==> src/rtl/sib_cdc_req_tx.sv <==
// Source-side launcher for a toggle-handshake CDC: holds a word on xfer_data and toggles xfer_req.
// Latency: launch visible one cycle after acceptance; done pulses the cycle after the matching ack.
// Backpressure: in_ready drops while the one-entry pending buffer is full.
module sib_cdc_req_tx #(
    parameter int DATA_W     = 32,
    parameter int ACK_TO_CYC = 0,
    parameter int CNT_W      = 16
) (
    input  logic              clk,
    input  logic              rst,
    input  logic              in_valid,
    output logic              in_ready,
    input  logic [DATA_W-1:0] in_data,
    output logic              xfer_req,
    output logic [DATA_W-1:0] xfer_data,
    input  logic              ack_sync,
    output logic              busy,
    output logic              done,
    output logic              err_timeout
);

    typedef enum logic {
        IDLE     = 1'b0,
        WAIT_ACK = 1'b1
    } state_t;

    localparam logic [CNT_W-1:0] TIMEOUT_VAL = CNT_W'(ACK_TO_CYC);

    state_t              state;
    logic                pendVld;
    logic [DATA_W-1:0]   pendData;
    logic [CNT_W-1:0]    waitCnt;

    logic                complete;
    logic                launch;
    logic                takePend;
    logic                capture;
    logic                goIdle;
    logic [DATA_W-1:0]   launchData;

    // Pending slot is the only thing that can refuse a word.
    assign in_ready = ~pendVld;
    assign busy     = (state == WAIT_ACK);
    // The ack toggle only means anything while a word is outstanding.
    assign complete = (state == WAIT_ACK) && (ack_sync == xfer_req);

    // Decide this cycle's action: launch (from pending or bypass), park in pending, or fall idle.
    always_comb begin
        launch     = 1'b0;
        takePend   = 1'b0;
        capture    = 1'b0;
        goIdle     = 1'b0;
        launchData = in_data;
        case (state)
            IDLE: begin
                if (pendVld) begin
                    launch     = 1'b1;
                    takePend   = 1'b1;
                    launchData = pendData;
                end else if (in_valid) begin
                    launch = 1'b1;
                end
            end
            WAIT_ACK: begin
                if (complete) begin
                    if (pendVld) begin
                        launch     = 1'b1;
                        takePend   = 1'b1;
                        launchData = pendData;
                    end else if (in_valid) begin
                        launch = 1'b1;
                    end else begin
                        goIdle = 1'b1;
                    end
                end else begin
                    capture = in_valid & in_ready;
                end
            end
            default: goIdle = 1'b1;
        endcase
    end

    // Sequential state: active/pending words, handshake FSM, wait counter and sticky timeout.
    always_ff @(posedge clk) begin
        if (rst) begin
            state       <= IDLE;
            xfer_req    <= 1'b0;
            xfer_data   <= '0;
            pendVld     <= 1'b0;
            pendData    <= '0;
            waitCnt     <= '0;
            done        <= 1'b0;
            err_timeout <= 1'b0;
        end else begin
            done <= complete;
            if (launch) begin
                xfer_data <= launchData;
                xfer_req  <= ~xfer_req;
                waitCnt   <= '0;
                state     <= WAIT_ACK;
            end else if (goIdle) begin
                state <= IDLE;
            end else if (state == WAIT_ACK && waitCnt != '1) begin
                waitCnt <= waitCnt + 1'b1;
            end
            if (takePend) begin
                pendVld <= 1'b0;
            end else if (capture) begin
                pendVld  <= 1'b1;
                pendData <= in_data;
            end
            // Timeout only flags; the transfer keeps waiting for its ack.
            if (ACK_TO_CYC != 0 && waitCnt == TIMEOUT_VAL) begin
                err_timeout <= 1'b1;
            end
        end
    end

endmodule
==> config.mk <==
export PLATFORM = sky130hd
export DESIGN_NAME = sib_cdc_req_tx
export DESIGN_NICKNAME = d
export VERILOG_FILES = /design/src/rtl/sib_cdc_req_tx.sv
export SDC_FILE = /design/constraint.sdc
export NUM_CORES = 1
export LEC_CHECK = 0
export ABC_AREA = 1
export BUFFER_PORTS_ARGS = -buffer_cell sky130_fd_sc_hd__buf_2
export CORE_ASPECT_RATIO = 0.75
export CORE_MARGIN = 3
export CORE_UTILIZATION = 50
export DETAILED_ROUTE_END_ITERATION = 7
export MAX_ROUTING_LAYER = met4
export PLACE_DENSITY = 0.74
export SYNTH_ARGS = -nofsm -noshare
export SYNTH_HDL_FRONTEND = slang
export SYNTH_SLANG_ARGS = --single-unit
==> constraint.sdc <==
create_clock -name clk -period 1.5 [get_ports clk]
set_input_delay 0.075 -clock clk [delete_from_list [all_inputs] [get_ports clk]]
set_output_delay 0.075 -clock clk [all_outputs]
set_load 0.01 [all_outputs]
After elaboration in Yosys (flattened, before gate mapping)
Cells that the tools add are included.
{"block": "classes", "n_eq_ne": 1, "mux": 18, "n_bitwise": 5, "n_reduce_logical": 4}
{"op": "32-bit two-way mux", "n": 2}
{"op": "32-bit one-hot mux with 2 select lines", "n": 1}
{"op": "1-bit two-way mux", "n": 13}
{"op": "1-bit inverter", "n": 4}
{"op": "1-bit one-hot mux with 2 select lines", "n": 2}
{"op": "2-bit AND reduction", "n": 1}
{"op": "2-bit nonzero test", "n": 1}
{"op": "2-bit OR reduction", "n": 1}
{"op": "1-bit bitwise AND", "n": 1}
{"op": "1-bit equality test", "n": 1}
{"op": "1-bit logical AND", "n": 1}
{"block": "word_totals", "ff_bits": 68, "in_bits": 36, "out_inout_bits": 37, "elab_cells": 34}

Depth between registers and ports, before layout
Gate-level depths: netlist of run 1.
{"block": "logic_depth", "depth_word": 6, "mapped_depth": 9, "mapped_depth_nobuf": 8}

Worst setup path before layout of run 1
OpenSTA, ideal clock, no wires.
{"block": "synth_path", "path_type": "flip-flop to flip-flop", "startpoint": "reg xfer_req", "endpoint": "reg xfer_req", "setup_ns": 0.116, "arrival_ns": 1.105, "t_required_ns": 1.384, "setup_slack_ns": 0.280, "path_stages_with_launch": 9, "n_path_buf": 1, "period_less_slack_ns": 1.220, "cell_sequence": "dfxtp_1 > inv_1 > nand2_1 > nand2_2 > nand2_4 > nand2_4 > buf_6 > o21ai_0 > nor2_1"}
{"block": "synth_between", "elab_chain_cells": 4, "elab_cells_between_ends": 5, "cone_classes": "eq/ne: 1; mux: 2; bitwise: 1; reduce/logical: 1"}
{"item": "start: declaration", "line": "14", "rtl": "output logic xfer_req,"}
{"item": "start signal: assignment", "line": "98", "rtl": "xfer_req <= ~xfer_req;"}
{"item": "1-bit equality test", "line": "45", "rtl": "assign complete = (state == WAIT_ACK) && (ack_sync == xfer_req);"}
{"item": "1-bit logical AND", "line": "45"}
{"item": "1-bit two-way mux", "line": "65", "rtl": "if (complete) begin"}
{"item": "1-bit one-hot mux with 2 select lines", "line": "54", "rtl": "case (state)"}
Several ways; a longest one is shown, not always the timed one.
A chain may end at the register's enable or synchronous reset.

Worst setup path in the final report of run 1
{"block": "layout_path", "startpoint": "reg pendVld", "endpoint": "reg xfer_data[3]"}
{"block": "layout_between", "elab_chain_cells": 3, "elab_cells_between_ends": 6, "cone_classes": "mux: 6"}
{"item": "start: declaration", "line": "30", "rtl": "logic pendVld;"}
{"item": "start signal: assignment", "line": "89", "rtl": "pendVld <= 1'b0;"}
{"item": "start signal: assignment", "line": "107", "rtl": "pendVld <= 1'b0;"}
{"item": "start signal: assignment", "line": "109", "rtl": "pendVld <= 1'b1;"}
{"item": "32-bit two-way mux / 1-bit two-way mux (equally long branches)", "line": "56, 66"}
{"item": "32-bit two-way mux / 1-bit two-way mux (equally long branches)", "line": "65"}
{"item": "32-bit one-hot mux with 2 select lines / 1-bit one-hot mux with 2 select lines (equally long branches)", "line": "54"}
{"item": "end signal: assignment", "line": "97", "rtl": "xfer_data <= launchData;"}
{"item": "end: declaration", "line": "15", "rtl": "output logic [DATA_W-1:0] xfer_data,"}
Several ways; a longest one is shown, not always the timed one.

==> results of run 1 <==
## cells in the mapped netlist (3+ instances only)
library cell	number
dfxtp_1	68
buf_6	16
nand2_1	164
o21ai_1	20
nand2_4	3
o21ai_2	8
o21ai_0	5
buf_2	5
nor2_1	3
clkbuf_1	5
inv_1	98
a21oi_1	25
a21oi_2	40
inv_2	3
## registers in the layout, summed over array words and instances (netlist names)
signal,count
xfer_req,1
pendVld,1
done,1
pendData,32
xfer_data,32
busy,1
## metrics by stage
stage	setup slack (ns)	cells	hold WS, ns	utilization [%]
global placement	0.173	606	0.292	57.8
finish	0.146	626	0.0131	62.7
CTS	0.121	626	0.00157	62.6
detailed placement	0.154	606	0.295	57.8
global route	0.0212	626	0.00754	62.7
floorplan	0.280	470	0.144	-
## worst min-delay path by stage
stage | slack [ns] | depth (start not counted) | to
after floorplan | 0.14 | 1 | busy
after global placement | 0.29 | 2 | busy
after detailed placement | 0.30 | 2 | busy
after CTS | 0.002 | 3 | pendData[29]
after global routing | 0.008 | 3 | pendData[18]
final | 0.01 | 3 | pendData[21]
## per-layer routing
metal	wire, um	track usage, %
met5	0	-
met4	92	6.19
met3	394	5.36
met2	3310	31.6
met1	3170	24.3
## critical path: cells and delay by family, from the launching register on
| family | cells | cell delay (ns) |
|---|---|---|
| AND/OR/NAND/NOR | 3 | 0.47 |
| AO/OA/AOI/OAI | 1 | 0.11 |
| buffers and inverters | 1 | 0.26 |
| flip-flops | 1 | 0.43 |
## logic make-up (layout without fill, tap and decap cells)
family,count (synthesis),count (layout)
other,1,1
buffers and inverters,129,204
and+or+nand+nor,174,174
DFF,68,68
AOI/OAI and AO/OA,98,98
## power by group through the flow
stage	registers, uW	logic, uW	clock network (uW)
2_1_floorplan	2070	481	0
3_3_place_gp	2030	717	0
3_5_place_dp	2030	735	0
4_1_cts	1990	747	2020
5_1_grt	2000	846	2100
6_report	1990	740	1980
## what timing repair did
action,CTS,global route
hold buffers,4,0
gates resized for setup,0,2
endpoints found under the setup margin,0,1
endpoints found under the hold margin,5,0
## final cells by class
cell class                 count  area [sq um]  area share [%]
multi-input combinational    273          1370            34.2
sequential                    68          1360            33.9
timing repair buffer          86           532            13.2
inverter                     102           388            9.65
clock inverter                 6           136            3.39
clock buffer                  10           128            3.18
tap                           81           101            2.52
==> impl_metrics.yaml, run 1 <==
die:
  initial_utilization_pct: 52.3
  coreArea_sq_um: 6410
  rows: 25
  fp.dieW_um: 101
  die_h_um: 76.9
  ios: 73
  dieArea_sq_um: 7730
yosys:
  syn_area_sq_um: 3350
  synth.yosys.warnings: 0
  synthAdderAreaFrac_pct: 0
  synth_edf_count: 0
  synth_ff_type: "dfxtp_1"
  synth_top_area_share_pct: 40.6
  synthMuxAreaShare_pct: 0
  synth.area.top_cells: "dfxtp_1 41%, nand2_1 18%, inv_1 11%, a21oi_2 10%, buf_6 5.4%"
  yosys.area.top_type: "dfxtp_1"
  ys_seq_elements: 68
  synth_top_family_by_area: "simple AND/OR/NAND/NOR gates"
  syn_inst: 470
  ys_types: 21
  synth_xor_area_share_pct: 0
  syn_area_per_cell_sq_um: 7.13
  syn-num-nets: 506
  synth_simple_gate_area_share_pct: 20.8
  ys_seq_area_share_pct: 40.6
  async_flop_share_pct: 0
  synth_compound_area_share_pct: 20.0
clock_network:
  cts_max_path_buffers: 2
  cts.sinks: 68
  cts_root_buf: "clkbuf_8"
  clk_latency_ns: 0.34
  cts.clk_slew.worst_paths_ns: 0.07
  cts_setup_buffers: 0
  cts_tree: "yes"
  cts_max_level: 3
  numCtsBuffers: 9
worst_setup_path:
  worstSetupPathType: "flip-flop to flip-flop"
  setup.worst_path.end: "xfer_data[3]"
  r2r_start: "pendVld"
  critPathRequiredTime_ns: 1.77
  reg2reg_slack_ns: 0.15
  path_cells: "buf_4 -> nand2_4 -> nand2_1 -> nand2_1 -> a21oi_2"
  worst-r2r-cell-count: 5
  crit_path_max_fanout: 32
  regToRegEndpoint: "xfer_data[3]"
  arrival_ns: 1.63
  crit_path_start_kind: "flip-flop"
  slowest_stage: "dfxtp_1"
  startpoint: "pendVld"
  endpoint_kind: "flip-flop"
  slowest_delay_ns: 0.43
  cpMostUsedCell: "nand2_1"
timing:
  period_minus_slack_ns: 1.35
  drv_slew: 0
  fin_crit_sh_pct: 90.3
  setup-tns-final_ns: 0
  fmaxAchievable_mhz: 738
  finalSetupViolCount: 0
  rsz0062_at_grt: "no"
  skew_ns: 0.00646
  final_hold_viol_count: 0
power_and_ir_drop:
  peakVddDrop_mv: 0.651
  total_leakage_power_uw: 0.00206
  clockPowerShare_pct: 42.0
  switching_power_uw: 1210
  p_seq_share_pct: 42.3
  internal_power_uw: 3510
  switching_share_pct: 25.6
  power_frac_comb_pct: 15.7
  pwr_density_cell_nw_per_um2: 1170
  total_power_uw: 4710
routing:
  vias: 2842
  wire_per_inst_um: 11.1
  wirelength_mm: 6.97
  dr.first_iter.drc_count: 138
  postRouteAntennaNets: 0
  drt-vias-per-instance: 4.54
  firstDrtPassIters: 4
  drc: 0
cells_and_area:
  stdcell_area_sq_um: 4020
  final_cell_mix: "164 x nand2_1, 98 x inv_1, 71 x buf_2, 68 x dfxtp_1, 40 x a21oi_2"
  drive_above_1_share_pct: 28.4
  final_common_cell: "nand2_1"
  n_fill_cell: 598
  antenna_cells: 0
  area_growth_pct: 19.9
  final_nets: 576
job:
  max-cap-violations: 0
global_route:
  grtUsageTotal_pct: 19.8
  grt_pass1_wl_mm: 12.1
  grt_start_max_net_pins: 35
  overflow: 0
  antenna_found_initial: 0
  grt_pass1_vias: 2736
place:
  place_congestion: 0.750
  portBuffers: 71
  dpl_cell_area_sq_um: 3710
  place_hpwl_mm: 4.87
status:
  outcome: "finished clean"
hold_path:
  hold_path.class: "primary input to flip-flop"
  holdCritStartpoint: "in_data[21]"
(Power assumes the default switching activity.)
==> run 2, diff against run 1 <==
- CELL_PAD_IN_SITES_DETAIL_PLACEMENT: not set -> 1
- CELL_PAD_IN_SITES_GLOBAL_PLACEMENT: not set -> 2
- CORE_MARGIN: 3 -> not set
- CORE_UTILIZATION: 50 -> 30
- PLACE_DENSITY: 0.74 -> not set
- PLACE_DENSITY_LB_ADDON: not set -> 0.1
==> impl_metrics.yaml, run 2 (synthesis gave the netlist of run 1 again) <==
routing:
  drc: 0
  drt-vias-per-instance: 4.31
  highest_layer: "met4"
  wl_met1_mm: 4.31
  wire_per_inst_um: 12.7
  postRouteAntennaNets: 0
  vias: 2954
  firstDrtPassIters: 4
  wirelength_mm: 8.69
  dr.first_iter.drc_count: 103
  wl_met3_um: 389
  dr_wl_met2_mm: 3.92
worst_setup_path:
  slowest_stage: "dfxtp_1"
  path_cells: "inv_1 -> nand2_1 -> nand2_2 -> nand2_4 -> nand2_8 -> inv_6 -> buf_12 -> a21oi_2"
  crit_path_start_kind: "flip-flop"
  crit_path_max_fanout: 17
  endpoint_kind: "flip-flop"
  worstSetupPathType: "flip-flop to flip-flop"
  critPathRequiredTime_ns: 1.72
  slowest_delay_ns: 0.36
  critPathBufInv: 3
  arrival_ns: 1.56
  cp_top_family: "simple AND/OR/NAND/NOR gates"
cells_and_area:
  final_nets: 577
  area_growth_pct: 24.2
  final_common_cell: "nand2_1"
  post-route-util_pct: 38.2
  antenna_cells: 0
  final_cell_mix: "164 x nand2_1, 98 x inv_1, 71 x buf_2, 67 x dfxtp_1, 40 x a21oi_2"
  drive_above_1_share_pct: 29.5
  top_regs: "pendData (32), xfer_data (32)"
timing:
  period_minus_slack_ns: 1.35
  fmaxAchievable_mhz: 743
  fin_crit_sh_pct: 89.7
  finalSetupViolCount: 0
  rsz0062_at_grt: "no"
  setup-tns-final_ns: 0
  final_hold_viol_count: 0
  skew_ns: 0.00459
  drv_slew: 0
global_route:
  grtUsageTotal_pct: 16.9
  grt_pass1_wl_mm: 14.3
  grt_pass1_vias: 2884
  overflow: 0
  antenna_found_initial: 0
  grt_start_max_net_pins: 47
clock_network:
  cts_tree: "yes"
  cts_max_level: 3
  cts_max_path_buffers: 2
  cts_setup_buffers: 0
  numCtsBuffers: 9
  clk_latency_ns: 0.33
  cts.clk_slew.worst_paths_ns: 0.06
  cts_root_buf: "clkbuf_16"
  cts.sinks: 68
power_and_ir_drop:
  pwr_density_cell_nw_per_um2: 1180
  total_leakage_power_uw: 0.00211
  peakVddDrop_mv: 0.492
hold_path:
  hold_path.class: "primary input to flip-flop"
die:
  ios: 73
  dieArea_sq_um: 11600
  initial_utilization_pct: 30.7
  coreArea_sq_um: 10900
  fp.dieW_um: 124
  die_h_um: 93.5
  rows: 33
place:
  place_congestion: 0.708
  portBuffers: 71
  place_hpwl_mm: 6.07
job:
  max-cap-violations: 0
status:
  outcome: "finished clean"
[run 2: power by group]
part / leakage (uW) / switching (uW) / internal (uW)
Clock: 0.000155 / 784 / 1370
Sequential: 0.000560 / 62.9 / 1940
Combinational: 0.00139 / 465 / 303
Total: 0.00211 / 1310 / 3600
[run 2: repair_timing]
action / 4_1_cts / 5_1_grt
hold endpoints to repair: 2 / 0
gates resized for setup: 0 / 2
setup endpoints to repair: 0 / 24
hold buffers: 1 / 0
[run 2: metrics by stage]
step | hold slack, ns | cells | instance area, sq um | worst slack, ns | power, uW
6_report | 0.0204 | 686 | 4160 | 0.155 | 4920
5_1_grt | 0.0182 | 686 | 4160 | 0.00648 | 5190
4_1_cts | 0.0119 | 686 | 4150 | 0.0824 | 5020
3_5_place_dp | 0.301 | 669 | 3840 | 0.0975 | 2810
3_3_place_gp | 0.295 | 669 | 3840 | 0.178 | 2800
2_1_floorplan | 0.144 | 470 | 3350 | 0.280 | 2550
[run 2: area by class of cell]
| type | instances | area (sq um) |
|---|---|---|
| sequential | 68 | 1360 |
| clock inverter | 5 | 50.0 |
| tap | 140 | 175 |
| fill | 1401 | 6740 |
| clock buffer | 11 | 253 |
| timing repair buffer | 87 | 553 |
| multi-input combinational | 273 | 1380 |
| inverter | 102 | 388 |
[run 2: worst register-to-register path, cell delays in order, from the launching register on]
cell and delay [ns]:
dfxtp_1 0.36, inv_1 0.07, nand2_1 0.07, nand2_2 0.10, nand2_4 0.13, nand2_8 0.11
inv_6 0.13, buf_12 0.19, a21oi_2 0.07
[run 2: metal layers]
metal,GRT usage (%),up-vias
met3,4.57,6
met1,21.4,1356
li1,-,1540
met2,26.4,52
met4,4.46,0
met5,-,-
[run 2: worst paths after layout]
kind	start	slack, ns	cells past startpoint	to
worst min-delay path	in_data[29]	0.02	3	pendData[29]
worst max-delay path	xfer_req	0.15	8	xfer_data[30]
worst min register to register	pendData[7]	0.45	2	pendData[7]
worst max register to register	xfer_req	0.15	8	xfer_data[30]
